## config.mk

```make
export PLATFORM = sky130hd
export DESIGN_NAME = axi4_lite_regfile_flat
export DESIGN_NICKNAME = d
export VERILOG_FILES = /design/src/rtl/axi4_lite_regfile_if.sv /design/src/rtl/axi4_lite_regfile.sv /design/src/flat_wrapper.sv
export SDC_FILE = /design/constraint.sdc
export NUM_CORES = 1
export LEC_CHECK = 0
export ABC_AREA = 1
export CORE_AREA = 2 2 263 265
export CTS_CLUSTER_SIZE = 40
export DETAILED_ROUTE_END_ITERATION = 10
export DIE_AREA = 0 0 265 267
export PLACE_DENSITY = 0.58
export SETUP_SLACK_MARGIN = 0.1
export SLEW_MARGIN = 20
export SYNTH_ARGS = -nofsm -noshare
export SYNTH_HDL_FRONTEND = slang
export SYNTH_SLANG_ARGS = --single-unit
export TNS_END_PERCENT = 1
```

## constraint.sdc

```tcl
create_clock -name clk_i -period 11.3 [get_ports clk_i]
set_clock_uncertainty 0.15 [all_clocks]
set_input_delay 1.13 -clock clk_i [delete_from_list [all_inputs] [get_ports clk_i]]
set_output_delay 1.13 -clock clk_i [all_outputs]
set_load 0.02 [all_outputs]
```

## src/rtl/axi4_lite_regfile_if.sv

```systemverilog
// AXI4-Lite bus bundle: aw/w/b/ar/r channels with valid/ready handshakes.
// The master modport drives requests; the slave modport drives ready and responses.
interface axi4_lite_if #(
    parameter int ADDR_WIDTH = 32,
    parameter int DATA_WIDTH = 32
);
    logic                      awvalid;
    logic                      awready;
    logic [ADDR_WIDTH-1:0]     awaddr;
    logic [2:0]                awprot;

    logic                      wvalid;
    logic                      wready;
    logic [DATA_WIDTH-1:0]     wdata;
    logic [DATA_WIDTH/8-1:0]   wstrb;

    logic                      bvalid;
    logic                      bready;
    logic [1:0]                bresp;

    logic                      arvalid;
    logic                      arready;
    logic [ADDR_WIDTH-1:0]     araddr;
    logic [2:0]                arprot;

    logic                      rvalid;
    logic                      rready;
    logic [DATA_WIDTH-1:0]     rdata;
    logic [1:0]                rresp;

    modport master (
        output awvalid, awaddr, awprot,
        output wvalid, wdata, wstrb,
        output bready,
        output arvalid, araddr, arprot,
        output rready,
        input  awready, wready, bvalid, bresp,
        input  arready, rvalid, rdata, rresp
    );

    modport slave (
        input  awvalid, awaddr, awprot,
        input  wvalid, wdata, wstrb,
        input  bready,
        input  arvalid, araddr, arprot,
        input  rready,
        output awready, wready, bvalid, bresp,
        output arready, rvalid, rdata, rresp
    );
endinterface

```

## src/rtl/axi4_lite_regfile.sv

```systemverilog
// AXI4-Lite register bank: writes land 2 cycles after the later AW/W beat, reads 1 cycle after AR.
// One AW and one W slot; a held B stalls commits (ready drops once slots fill), a held R drops arready.
module axi4_lite_regfile #(
    parameter int                DATA_WIDTH = 32,
    parameter int                ADDR_WIDTH = 32,
    parameter int                REG_CNT    = 8,
    parameter logic [REG_CNT-1:0] RO_MASK   = '0
) (
    input  logic                          clk_i,
    input  logic                          rst_i,
    axi4_lite_if.slave                    axi4_lite_i,
    input  logic [REG_CNT*DATA_WIDTH-1:0] status_i,
    output logic [REG_CNT*DATA_WIDTH-1:0] regs_o,
    output logic [REG_CNT-1:0]            wr_pulse_o
);
    localparam int NB   = DATA_WIDTH / 8;
    localparam int OFFS = $clog2(NB);
    localparam int IW   = ADDR_WIDTH - OFFS;

    localparam logic [1:0] RESP_OKAY   = 2'b00;
    localparam logic [1:0] RESP_SLVERR = 2'b10;
    localparam logic [1:0] RESP_DECERR = 2'b11;

    logic [REG_CNT-1:0][DATA_WIDTH-1:0] regs_q, regs_d;
    logic [REG_CNT-1:0]                 pulse_q, pulse_d;

    logic                  aw_full_q, aw_full_d;
    logic [IW-1:0]         aw_idx_q, aw_idx_d;
    logic                  w_full_q, w_full_d;
    logic [DATA_WIDTH-1:0] w_data_q, w_data_d;
    logic [NB-1:0]         w_strb_q, w_strb_d;

    logic                  b_vld_q, b_vld_d;
    logic [1:0]            b_resp_q, b_resp_d;

    logic                  r_vld_q, r_vld_d;
    logic [DATA_WIDTH-1:0] r_data_q, r_data_d;
    logic [1:0]            r_resp_q, r_resp_d;

    logic aw_hs, w_hs, ar_hs, commit, arready;
    logic [REG_CNT-1:0] aw_hit, ar_hit;
    logic [IW-1:0]      ar_idx;
    logic [DATA_WIDTH-1:0] ar_data;
    logic [1:0]            ar_resp;

    logic unused_ok;
    assign unused_ok = ^{axi4_lite_i.awprot, axi4_lite_i.arprot,
                         axi4_lite_i.awaddr, axi4_lite_i.araddr};

    assign aw_hs   = axi4_lite_i.awvalid && !aw_full_q;
    assign w_hs    = axi4_lite_i.wvalid  && !w_full_q;
    assign arready = !r_vld_q || axi4_lite_i.rready;
    assign ar_hs   = axi4_lite_i.arvalid && arready;
    // The B slot is free either when empty or when its response leaves this cycle.
    assign commit  = aw_full_q && w_full_q && (!b_vld_q || axi4_lite_i.bready);
    assign ar_idx  = axi4_lite_i.araddr[ADDR_WIDTH-1:OFFS];

    always_comb begin
        aw_hit = '0;
        ar_hit = '0;
        for (int i = 0; i < REG_CNT; i++) begin
            aw_hit[i] = (aw_idx_q == IW'(i));
            ar_hit[i] = (ar_idx   == IW'(i));
        end
    end

    // Write slots and commit
    always_comb begin
        aw_full_d = aw_full_q;
        aw_idx_d  = aw_idx_q;
        w_full_d  = w_full_q;
        w_data_d  = w_data_q;
        w_strb_d  = w_strb_q;
        b_vld_d   = b_vld_q;
        b_resp_d  = b_resp_q;
        regs_d    = regs_q;
        pulse_d   = '0;

        if (aw_hs) begin
            aw_full_d = 1'b1;
            aw_idx_d  = axi4_lite_i.awaddr[ADDR_WIDTH-1:OFFS];
        end
        if (w_hs) begin
            w_full_d = 1'b1;
            w_data_d = axi4_lite_i.wdata;
            w_strb_d = axi4_lite_i.wstrb;
        end
        if (b_vld_q && axi4_lite_i.bready) begin
            b_vld_d = 1'b0;
        end

        if (commit) begin
            aw_full_d = 1'b0;
            w_full_d  = 1'b0;
            b_vld_d   = 1'b1;
            if (aw_hit == '0) begin
                b_resp_d = RESP_DECERR;
            end else if ((aw_hit & RO_MASK) != '0) begin
                b_resp_d = RESP_SLVERR;
            end else begin
                b_resp_d = RESP_OKAY;
            end
            for (int i = 0; i < REG_CNT; i++) begin
                if (aw_hit[i] && !RO_MASK[i]) begin
                    pulse_d[i] = 1'b1;
                    for (int b = 0; b < NB; b++) begin
                        if (w_strb_q[b]) begin
                            regs_d[i][b*8 +: 8] = w_data_q[b*8 +: 8];
                        end
                    end
                end
            end
        end
    end

    // Read lookup uses the registered contents, so a same-cycle write is not visible yet.
    always_comb begin
        ar_data = '0;
        ar_resp = RESP_DECERR;
        for (int i = 0; i < REG_CNT; i++) begin
            if (ar_hit[i]) begin
                ar_data = RO_MASK[i] ? status_i[i*DATA_WIDTH +: DATA_WIDTH] : regs_q[i];
                ar_resp = RESP_OKAY;
            end
        end
    end

    always_comb begin
        r_vld_d  = r_vld_q;
        r_data_d = r_data_q;
        r_resp_d = r_resp_q;
        if (ar_hs) begin
            r_vld_d  = 1'b1;
            r_data_d = ar_data;
            r_resp_d = ar_resp;
        end else if (r_vld_q && axi4_lite_i.rready) begin
            r_vld_d = 1'b0;
        end
    end

    always_ff @(posedge clk_i or posedge rst_i) begin
        if (rst_i) begin
            regs_q    <= '0;
            pulse_q   <= '0;
            aw_full_q <= 1'b0;
            aw_idx_q  <= '0;
            w_full_q  <= 1'b0;
            w_data_q  <= '0;
            w_strb_q  <= '0;
            b_vld_q   <= 1'b0;
            b_resp_q  <= RESP_OKAY;
            r_vld_q   <= 1'b0;
            r_data_q  <= '0;
            r_resp_q  <= RESP_OKAY;
        end else begin
            regs_q    <= regs_d;
            pulse_q   <= pulse_d;
            aw_full_q <= aw_full_d;
            aw_idx_q  <= aw_idx_d;
            w_full_q  <= w_full_d;
            w_data_q  <= w_data_d;
            w_strb_q  <= w_strb_d;
            b_vld_q   <= b_vld_d;
            b_resp_q  <= b_resp_d;
            r_vld_q   <= r_vld_d;
            r_data_q  <= r_data_d;
            r_resp_q  <= r_resp_d;
        end
    end

    assign axi4_lite_i.awready = !aw_full_q;
    assign axi4_lite_i.wready  = !w_full_q;
    assign axi4_lite_i.bvalid  = b_vld_q;
    assign axi4_lite_i.bresp   = b_resp_q;
    assign axi4_lite_i.arready = arready;
    assign axi4_lite_i.rvalid  = r_vld_q;
    assign axi4_lite_i.rdata   = r_data_q;
    assign axi4_lite_i.rresp   = r_resp_q;

    assign wr_pulse_o = pulse_q;

    for (genvar i = 0; i < REG_CNT; i++) begin : g_regs_o
        assign regs_o[i*DATA_WIDTH +: DATA_WIDTH] = RO_MASK[i] ? '0 : regs_q[i];
    end
endmodule

```

## src/flat_wrapper.sv

```systemverilog
// flat-port wrapper written by rule: the top's interface ports become plain ports
module axi4_lite_regfile_flat 
#(
    parameter int                DATA_WIDTH = 32,
    parameter int                ADDR_WIDTH = 32,
    parameter int                REG_CNT    = 8,
    parameter logic [REG_CNT-1:0] RO_MASK   = '0
)
  (clk_i, rst_i, status_i, regs_o, wr_pulse_o, axi4_lite_i_awvalid, axi4_lite_i_awaddr, axi4_lite_i_awprot, axi4_lite_i_wvalid, axi4_lite_i_wdata, axi4_lite_i_wstrb, axi4_lite_i_bready, axi4_lite_i_arvalid, axi4_lite_i_araddr, axi4_lite_i_arprot, axi4_lite_i_rready, axi4_lite_i_awready, axi4_lite_i_wready, axi4_lite_i_bvalid, axi4_lite_i_bresp, axi4_lite_i_arready, axi4_lite_i_rvalid, axi4_lite_i_rdata, axi4_lite_i_rresp);
  axi4_lite_if #(.ADDR_WIDTH(ADDR_WIDTH), .DATA_WIDTH(DATA_WIDTH)) axi4_lite_i_i ();
  input  logic clk_i;
  input  logic rst_i;
  input  logic [REG_CNT*DATA_WIDTH-1:0] status_i;
  output logic [REG_CNT*DATA_WIDTH-1:0] regs_o;
  output logic [REG_CNT-1:0] wr_pulse_o;
  input wire logic [$bits(axi4_lite_i_i.awvalid)-1:0] axi4_lite_i_awvalid;
  input wire logic [$bits(axi4_lite_i_i.awaddr)-1:0] axi4_lite_i_awaddr;
  input wire logic [$bits(axi4_lite_i_i.awprot)-1:0] axi4_lite_i_awprot;
  input wire logic [$bits(axi4_lite_i_i.wvalid)-1:0] axi4_lite_i_wvalid;
  input wire logic [$bits(axi4_lite_i_i.wdata)-1:0] axi4_lite_i_wdata;
  input wire logic [$bits(axi4_lite_i_i.wstrb)-1:0] axi4_lite_i_wstrb;
  input wire logic [$bits(axi4_lite_i_i.bready)-1:0] axi4_lite_i_bready;
  input wire logic [$bits(axi4_lite_i_i.arvalid)-1:0] axi4_lite_i_arvalid;
  input wire logic [$bits(axi4_lite_i_i.araddr)-1:0] axi4_lite_i_araddr;
  input wire logic [$bits(axi4_lite_i_i.arprot)-1:0] axi4_lite_i_arprot;
  input wire logic [$bits(axi4_lite_i_i.rready)-1:0] axi4_lite_i_rready;
  output wire logic [$bits(axi4_lite_i_i.awready)-1:0] axi4_lite_i_awready;
  output wire logic [$bits(axi4_lite_i_i.wready)-1:0] axi4_lite_i_wready;
  output wire logic [$bits(axi4_lite_i_i.bvalid)-1:0] axi4_lite_i_bvalid;
  output wire logic [$bits(axi4_lite_i_i.bresp)-1:0] axi4_lite_i_bresp;
  output wire logic [$bits(axi4_lite_i_i.arready)-1:0] axi4_lite_i_arready;
  output wire logic [$bits(axi4_lite_i_i.rvalid)-1:0] axi4_lite_i_rvalid;
  output wire logic [$bits(axi4_lite_i_i.rdata)-1:0] axi4_lite_i_rdata;
  output wire logic [$bits(axi4_lite_i_i.rresp)-1:0] axi4_lite_i_rresp;
  assign axi4_lite_i_i.awvalid = axi4_lite_i_awvalid;
  assign axi4_lite_i_i.awaddr = axi4_lite_i_awaddr;
  assign axi4_lite_i_i.awprot = axi4_lite_i_awprot;
  assign axi4_lite_i_i.wvalid = axi4_lite_i_wvalid;
  assign axi4_lite_i_i.wdata = axi4_lite_i_wdata;
  assign axi4_lite_i_i.wstrb = axi4_lite_i_wstrb;
  assign axi4_lite_i_i.bready = axi4_lite_i_bready;
  assign axi4_lite_i_i.arvalid = axi4_lite_i_arvalid;
  assign axi4_lite_i_i.araddr = axi4_lite_i_araddr;
  assign axi4_lite_i_i.arprot = axi4_lite_i_arprot;
  assign axi4_lite_i_i.rready = axi4_lite_i_rready;
  assign axi4_lite_i_awready = axi4_lite_i_i.awready;
  assign axi4_lite_i_wready = axi4_lite_i_i.wready;
  assign axi4_lite_i_bvalid = axi4_lite_i_i.bvalid;
  assign axi4_lite_i_bresp = axi4_lite_i_i.bresp;
  assign axi4_lite_i_arready = axi4_lite_i_i.arready;
  assign axi4_lite_i_rvalid = axi4_lite_i_i.rvalid;
  assign axi4_lite_i_rdata = axi4_lite_i_i.rdata;
  assign axi4_lite_i_rresp = axi4_lite_i_i.rresp;
  axi4_lite_regfile #(.DATA_WIDTH(DATA_WIDTH), .ADDR_WIDTH(ADDR_WIDTH), .REG_CNT(REG_CNT), .RO_MASK(RO_MASK)) u_core (.clk_i(clk_i), .rst_i(rst_i), .axi4_lite_i(axi4_lite_i_i), .status_i(status_i), .regs_o(regs_o), .wr_pulse_o(wr_pulse_o));
endmodule
```

# == Word-level counts from Yosys, hierarchy flattened ==
# Index checks and enable logic that the tools add are counted.
# word_totals
ff_bits,370
in_bits,369
# classes
n_eq_ne,14
mux,34
reduce_logical,52
# ops
op,n
$mux 32,8
$eq 30x3->1 const B,8
$eq 30x2->1 const B,4
$reduce_and 3->1,32
$eq 30x1->1 const B,2
$logic_not 30->1,2
$mux 2,9
$mux 1,16
$logic_not 8->1,1
$mux 8,1
$reduce_bool 2->1,4
$logic_and 1x1->1,7
$logic_not 1->1,4
$logic_or 1x1->1,2

# == Depth between registers and ports, before layout ==
# Gate-level depths: netlist (run 1).
# depth
depth_word,9
mapped_depth,14
depth_no_buf,13

# == Worst setup path before layout (run 1) ==
# OpenSTA, ideal clock, no wires.
# synth_path
path_kind,input to register
from,input axi4_lite_i_bready
to,register u_core.regs_q (netlist bit u_core.regs_o[216])
setup_time_ns,0.130
arrival_ns,2.432
setup_slack_ns,8.588
stages,8
path_cell_list,inv_1 -> nand2_1 -> nand3_1 -> clkinv_1 -> buf_4 -> nand3_2 -> buf_2 -> o21ai_0
# synth_via
elab_chain_cells,3
# synth_lines
item,line_no,source
from (decl),flat_wrapper.sv:22,input wire logic [$bits(axi4_lite_i_i.bready)-1:0] axi4_lite_i_bready;
$logic_or 1x1->1,axi4_lite_regfile.sv:55,assign commit = aw_full_q && w_full_q && (!b_vld_q || axi4_lite_i.bready);
$logic_and 1x1->1,axi4_lite_regfile.sv:55,
$reduce_and 3->1 (no line),--,
to (signal assigned),axi4_lite_regfile.sv:156,regs_q <= regs_d;
to (decl),axi4_lite_regfile.sv:24,"logic [REG_CNT-1:0][DATA_WIDTH-1:0] regs_q, regs_d;"
# Every way passes these cells.
# A chain may end at the register's enable or synchronous reset.

# == Worst setup path in the final report (run 1) ==
# layout_path
from,input axi4_lite_i_araddr[25]
to,"register u_core.r_data_q[20], in the netlist u_core.axi4_lite_i.rdata[20]"
# layout_via
elab_chain_cells,9
word_cells_on_any_way,16
# layout_lines
item,line_no,source
from (decl),flat_wrapper.sv:24,input wire logic [$bits(axi4_lite_i_i.araddr)-1:0] axi4_lite_i_araddr;
$logic_not 30->1,axi4_lite_regfile.sv:63,ar_hit[i] = (ar_idx == IW'(i));
$mux 32 (7 in series),axi4_lite_regfile.sv:121,if (ar_hit[i]) begin
$mux 32 (*),axi4_lite_regfile.sv:121,
to (signal assigned),axi4_lite_regfile.sv:166,r_data_q <= r_data_d;
to (decl),axi4_lite_regfile.sv:37,"logic [DATA_WIDTH-1:0] r_data_q, r_data_d;"
# Every way passes the cells marked *; elsewhere a longest branch is shown, timed or not.

==> results.tsv, run 1 <==
metric	value	unit
status	complete, no violations	
cts_tree	built	
fin_nets	2667	
fp-row-count	96	
grt_max_degree	171	
rsz0062_at_grt	no	
regArea	9210	sq um
p_leak	10.2	nW
synth.distinct_cells	41	
end_kind	flip-flop	
num_vias	15147	
drc	0	
r2r_end	u_core.regs_o[28]	
place.gp.congestion	0.822	
place_hpwl	49100	um
fillerInstances	6932	
die_w	265	um
clk_latency	0.58	ns
track_usage	0.195	
final.setup.worst_slack	7.05	ns
crit_family	simple AND/OR/NAND/NOR gates	
synth-seq-cells	368	
drive_gt1_frac	0.0806	
syn_area	16700	sq um
cp_cell_sequence	clkdlybuf4s50_1, inv_1, nand2_1, nor2_1, nand2_1, nor2_4, buf_4, nand2_1, buf_4, nor2_1, nor2_1, nand4_1, nand2_1, nand2_1	
setup_tns	0	ns
worst_r2r_path_depth	8	
min_path_cells	2	
first_pass_iters	5	
finalCritPeriodShare	0.376	
ys_seq_area_frac	0.550	
cp.required	11.65	ns
port_buffers	407	
cp-start-kind	input port	
cts.htree.levels	2	
cts_buffers	45	
mostFrequentLayoutCell	nand2_1	
max_freq	235	MHz
overflow	0	
synthCells	1913	
hold_viol_final	0	
die_y	267	um
ant_nets	0	
worst-path-max-fanout	60	
report.final.slew_viol_count	0	
grt_antenna_before_repair	2	
synth.avg_cell_area	8.75	sq um
slowest_stage	nor2_4	
regToRegStartpoint	u_core.axi4_lite_i.bvalid	
multi_input_area	6550	sq um
worst-path-buf-inv	4	
cp_common_cell	nand2_1	
n_antenna_cell	0	
grt_pass1_wl	101000	um
critical_path_arrival	4.60	ns
dr.first_iter.drc_count	1225	
min_period	4.25	ns
max_stage_delay	0.70	ns
holdCritPathClass	reg -> reg	
core_area	68000	sq um
start_util	0.246	
whs_endpoint	u_core.axi4_lite_i.rdata[12]	
root_buffer	clkbuf_16	
place_ws	6.43	ns
routed_via_density	4.71	
worstMarginPinSlew	1.02	ns
slew_headroom	0.318	
peakVddDrop	126	uV
routedWlPerCell	21.7	um
path_class	in -> reg	
grt_pass1_vias	14962	
hold_path_startpoint	u_core.axi4_lite_i.rdata[12]	
yosysWarnings	0	
cts_resized	0	
tritoncts_num_sinks	368	
ios	674	
routed_wl	69700	um
cts_setup_buffers	0	
ff2ff_setup_slack	8.33	ns
layout_common_cells	532 x nand2_1, 407 x clkdlybuf4s50_1, 368 x dfrtp_1, 156 x nor2_1, 153 x o21ai_0	
dieArea	70800	sq um
p_per_area	154	nW/um^2
hold_buffers	0	
cts_buffer_depth	3	
synth_nets	2282	
cap_violations	0	
finalSetupViolCount	0	
clkTransAtPathRegs	0.06	ns
area_growth	38.8	%
[kinds of logic (layout without fill, tap and decap cells)]
| kind of cell | Yosys count | in the layout | synth area share |
|---|---|---|---|
| compound gates | 336 | 336 | 0.113 |
| buf+inv | 243 | 663 | 0.0621 |
| flops | 368 | 368 | 0.550 |
| mux | 27 | 27 | 0.0182 |
| simple gates | 939 | 939 | 0.256 |
[power by group]
group	total [W]	leakage, nW	switching (W)	internal [W]
logic	0.000562	4.81	0.000398	0.000164
clock network	0.00149	0.720	0.000597	0.000896
registers	0.00153	4.68	0.0000799	0.00145
[registers in the layout, summed over array words and instances, names as in the netlist]
name,cells
u_core.regs_o,256
u_core.axi4_lite_i.rdata,32
u_core.w_data_q,32
u_core.aw_idx_q,30
u_core.wr_pulse_o,8
u_core.w_strb_q,4
u_core.aw_full_q,1
u_core.axi4_lite_i.bresp,1
u_core.axi4_lite_i.bvalid,1
u_core.axi4_lite_i.rresp,1
u_core.axi4_lite_i.rvalid,1
u_core.w_full_q,1
[synth_stat cells, drive strengths merged]
cell / instances / area share
buf: 49 / 0.019
o21a: 80 / 0.036
nand2: 538 / 0.12
clkbuf: 39 / 0.0088
nor2: 179 / 0.053
o211ai: 1 / 0.00045
or2: 5 / 0.0019
and2: 1 / 0.00037
nor4: 7 / 0.0030
o21bai: 2 / 0.00090
nor3: 10 / 0.0043
dfrtp: 368 / 0.55
inv: 153 / 0.034
nor3b: 1 / 0.00045
nand3b: 6 / 0.0027
mux2: 27 / 0.018
nand3: 139 / 0.048
a21oi: 52 / 0.016
clkinv: 2 / 0.00045
o21ai: 201 / 0.060
and3: 1 / 0.00037
nand4: 52 / 0.021
[routing by layer]
layer  global-route usage  part of all wire
met5                    0           0.00017
met4               0.0625             0.030
met3               0.0548             0.082
met2                0.316              0.46
met1                0.250              0.43
[tightest hold or removal path: stages (launching register included)]
cell and delay, ns:
dfrtp_1 0.34, nand2_1 0.05, nand2_1 0.06
[worst max-delay path by stage]
| stage | from | endpoint | slack (ns) | depth (start not counted) |
|---|---|---|---|---|
| after global placement | axi4_lite_i_araddr[10] | u_core.axi4_lite_i.rdata[9] | 6.51 | 15 |
| after floorplan | rst_i | u_core.aw_full_q | 5.08 | 1 |
| after CTS | axi4_lite_i_araddr[25] | u_core.axi4_lite_i.rdata[20] | 7.03 | 14 |
| after global routing | axi4_lite_i_araddr[24] | u_core.axi4_lite_i.rdata[20] | 6.76 | 14 |
| final | axi4_lite_i_araddr[25] | u_core.axi4_lite_i.rdata[20] | 7.05 | 14 |
| after detailed placement | axi4_lite_i_araddr[24] | u_core.axi4_lite_i.rdata[20] | 6.43 | 14 |
[through the flow]
step           cells  utilization  power (W)  hold slack, ns  area [sq um]
5_1_grt         3215        0.342    0.00374           0.345         23200
4_1_cts         3214        0.341    0.00362           0.333         23200
6_report        3215        0.342    0.00358           0.333         23200
3_5_place_dp    3132        0.319    0.00212           0.314         21700
2_1_floorplan   1913            -    0.00189           0.303         16700
3_3_place_gp    3132        0.319    0.00209           0.315         21700
[area by class of cell]
| type | count | area share |
|---|---|---|
| clock buffers | 66 | 0.0563 |
| flip-flops and latches | 368 | 0.397 |
| well taps | 882 | 0.0475 |
| multi-input cells | 1302 | 0.282 |
| repair buffers | 426 | 0.184 |
| inverters | 155 | 0.0252 |
| clock inverters | 16 | 0.00889 |
(Power assumes the default switching activity.)
==> run 2, diff against run 1 <==
--- a/config.mk
+++ b/config.mk
@@ -6,11 +6,11 @@
 export NUM_CORES = 1
 export LEC_CHECK = 0
 export ABC_AREA = 1
-export CORE_AREA = 2 2 263 265
+export CORE_AREA = 2 2 266 268
 export CTS_CLUSTER_SIZE = 40
 export DETAILED_ROUTE_END_ITERATION = 10
-export DIE_AREA = 0 0 265 267
-export PLACE_DENSITY = 0.58
+export DIE_AREA = 0 0 268 270
+export PLACE_DENSITY = 0.56
 export SETUP_SLACK_MARGIN = 0.1
 export SLEW_MARGIN = 20
 export SYNTH_ARGS = -nofsm -noshare
==> constraint.sdc (replaced) <==
create_clock -name clk_i -period 4.15 [get_ports clk_i]
set_clock_uncertainty 0.15 [all_clocks]
set_input_delay 0.415 -clock clk_i [delete_from_list [all_inputs] [get_ports clk_i]]
set_output_delay 0.415 -clock clk_i [all_outputs]
set_load 0.02 [all_outputs]
==> run 2 against run 1 <==
Effect of this change: clock power rose to 2.7 times the previous value; combinational power grew to 2.8 times the previous value; setup slack got worse by 5.7 ns; largest cell class unchanged; cell count is 2.3% higher; sequential share of layout area down 0.38 points; non-clock buffer count increased by 20; worst hold slack worse by 0.22 ns; register-to-register slack got worse by 6.9 ns; sequential power grew to 2.7 times the previous value; wire length grew 2.0%.
==> results.tsv, run 2 (same netlist as run 1, synthesis figures left out) <==
metric	value	unit
clk_latency	0.57	ns
finalCritPeriodShare	0.685	
core_area	69500	sq um
n_antenna_cell	0	
cts_buffers	45	
grt_pass1_vias	15126	
peakVddDrop	314	uV
place.gp.congestion	0.842	
path_class	in -> reg	
grt_antenna_before_repair	1	
slew_headroom	0.432	
first_pass_iters	5	
cts_tree	built	
start_util	0.241	
cp.required	4.45	ns
mostFrequentLayoutCell	nand2_1	
grt_pass1_wl	103000	um
wl_met3	6060	um
max_freq	352	MHz
ant_nets	0	
largest_register_ffs	256	
hold_viol_final	0	
cts.htree.levels	2	
num_vias	15281	
port_buffers	407	
die_y	270	um
cap_violations	0	
fp-row-count	97	
grt_max_degree	120	
routed_wl	71000	um
final.setup.worst_slack	1.31	ns
area_growth	40.1	%
report.final.slew_viol_count	0	
crit_family	simple AND/OR/NAND/NOR gates	
max_stage_delay	0.65	ns
cts_setup_buffers	0	
worstMarginPinSlew	0.853	ns
end_kind	flip-flop	
ios	674	
min_period	2.84	ns
cp-start-kind	input port	
cp_common_cell	nand2_1	
overflow	0	
holdCritPathClass	in -> async	
layout_common_cells	531 x nand2_1, 407 x clkdlybuf4s50_1, 368 x dfrtp_1, 156 x nor2_1, 153 x o21ai_0	
dr.max_layer_used	met4	
fin_nets	2687	
routed_via_density	4.64	
routedWlPerCell	21.6	um
status	complete, no violations	
drive_gt1_frac	0.0889	
worst-path-max-fanout	9	
track_usage	0.195	
finalSetupViolCount	0	
tritoncts_num_sinks	368	
dr.first_iter.drc_count	1154	
cp_cell_sequence	clkdlybuf4s50_1, nor2_1, and2_1, nand2_1, buf_4, inv_1, nand3b_1, nand2_1, nor2_1, nand2_1, nand2_1, nand2_1	
dieArea	72400	sq um
place_hpwl	51500	um
place_ws	0.727	ns
die_w	268	um
p_per_area	415	nW/um^2
hold_buffers	0	
cts_resized	0	
slowest_stage	nor2_1	
root_buffer	clkbuf_16	
p_leak	10.3	nW
dr_wl_met2	33200	um
cts_buffer_depth	3	
clkTransAtPathRegs	0.06	ns
critical_path_arrival	3.14	ns
wl_met1	29500	um
dp.cells	3211	
drc	0	
fin_cells	3290	
worst-path-buf-inv	3	
rsz0062_at_grt	no	
[run 2: worst paths after layout]
path                       slack [ns]                           end  cells past startpoint                          from
max                              1.31  u_core.axi4_lite_i.rdata[21]                     12        axi4_lite_i_araddr[17]
min                              0.12           u_core.aw_idx_q[10]                      2                         rst_i
max reg2reg                      1.46             u_core.regs_o[50]                      8     u_core.axi4_lite_i.bvalid
min reg2reg                      0.33  u_core.axi4_lite_i.rdata[27]                      2  u_core.axi4_lite_i.rdata[27]
max in group asynchronous        2.64             u_core.regs_o[90]                      3                         rst_i
min in group clk_i               0.27           u_core.w_data_q[31]                      3         axi4_lite_i_wdata[31]
[run 2: cell type report]
class	instances	area (sq um)
clock buffer	58	1210
clock inverter	21	275
fill	7129	46100
inverter	155	586
multi-input combinational	1302	6540
sequential	368	9210
tap	940	1180
timing repair buffer	446	4440
[run 2: per-stage QoR]
stage	util	hold slack [ns]	power (W)	instance area, sq um	TNS, ns
global route	0.337	0.134	0.0102	23400	0
CTS	0.337	0.0811	0.00989	23400	0
detailed placement	0.316	0.319	0.00577	22000	0
floorplan	-	0.303	0.00514	16700	-497.97
finish	0.337	0.115	0.00974	23400	0
global placement	0.316	0.317	0.00573	22000	0
[run 2: metal layers]
layer,global-route usage,vias up
met5,0,-
met4,0.0656,0
met3,0.0538,124
met2,0.318,558
met1,0.247,7533
li1,-,7066
[run 2: report_power, final]
part / total [W] / internal (W) / switching, W / leakage, nW
Clock: 0.00405 / 0.00244 / 0.00161 / 0.720
Sequential: 0.00415 / 0.00394 / 0.000210 / 4.68
Combinational: 0.00155 / 0.000455 / 0.00109 / 4.91
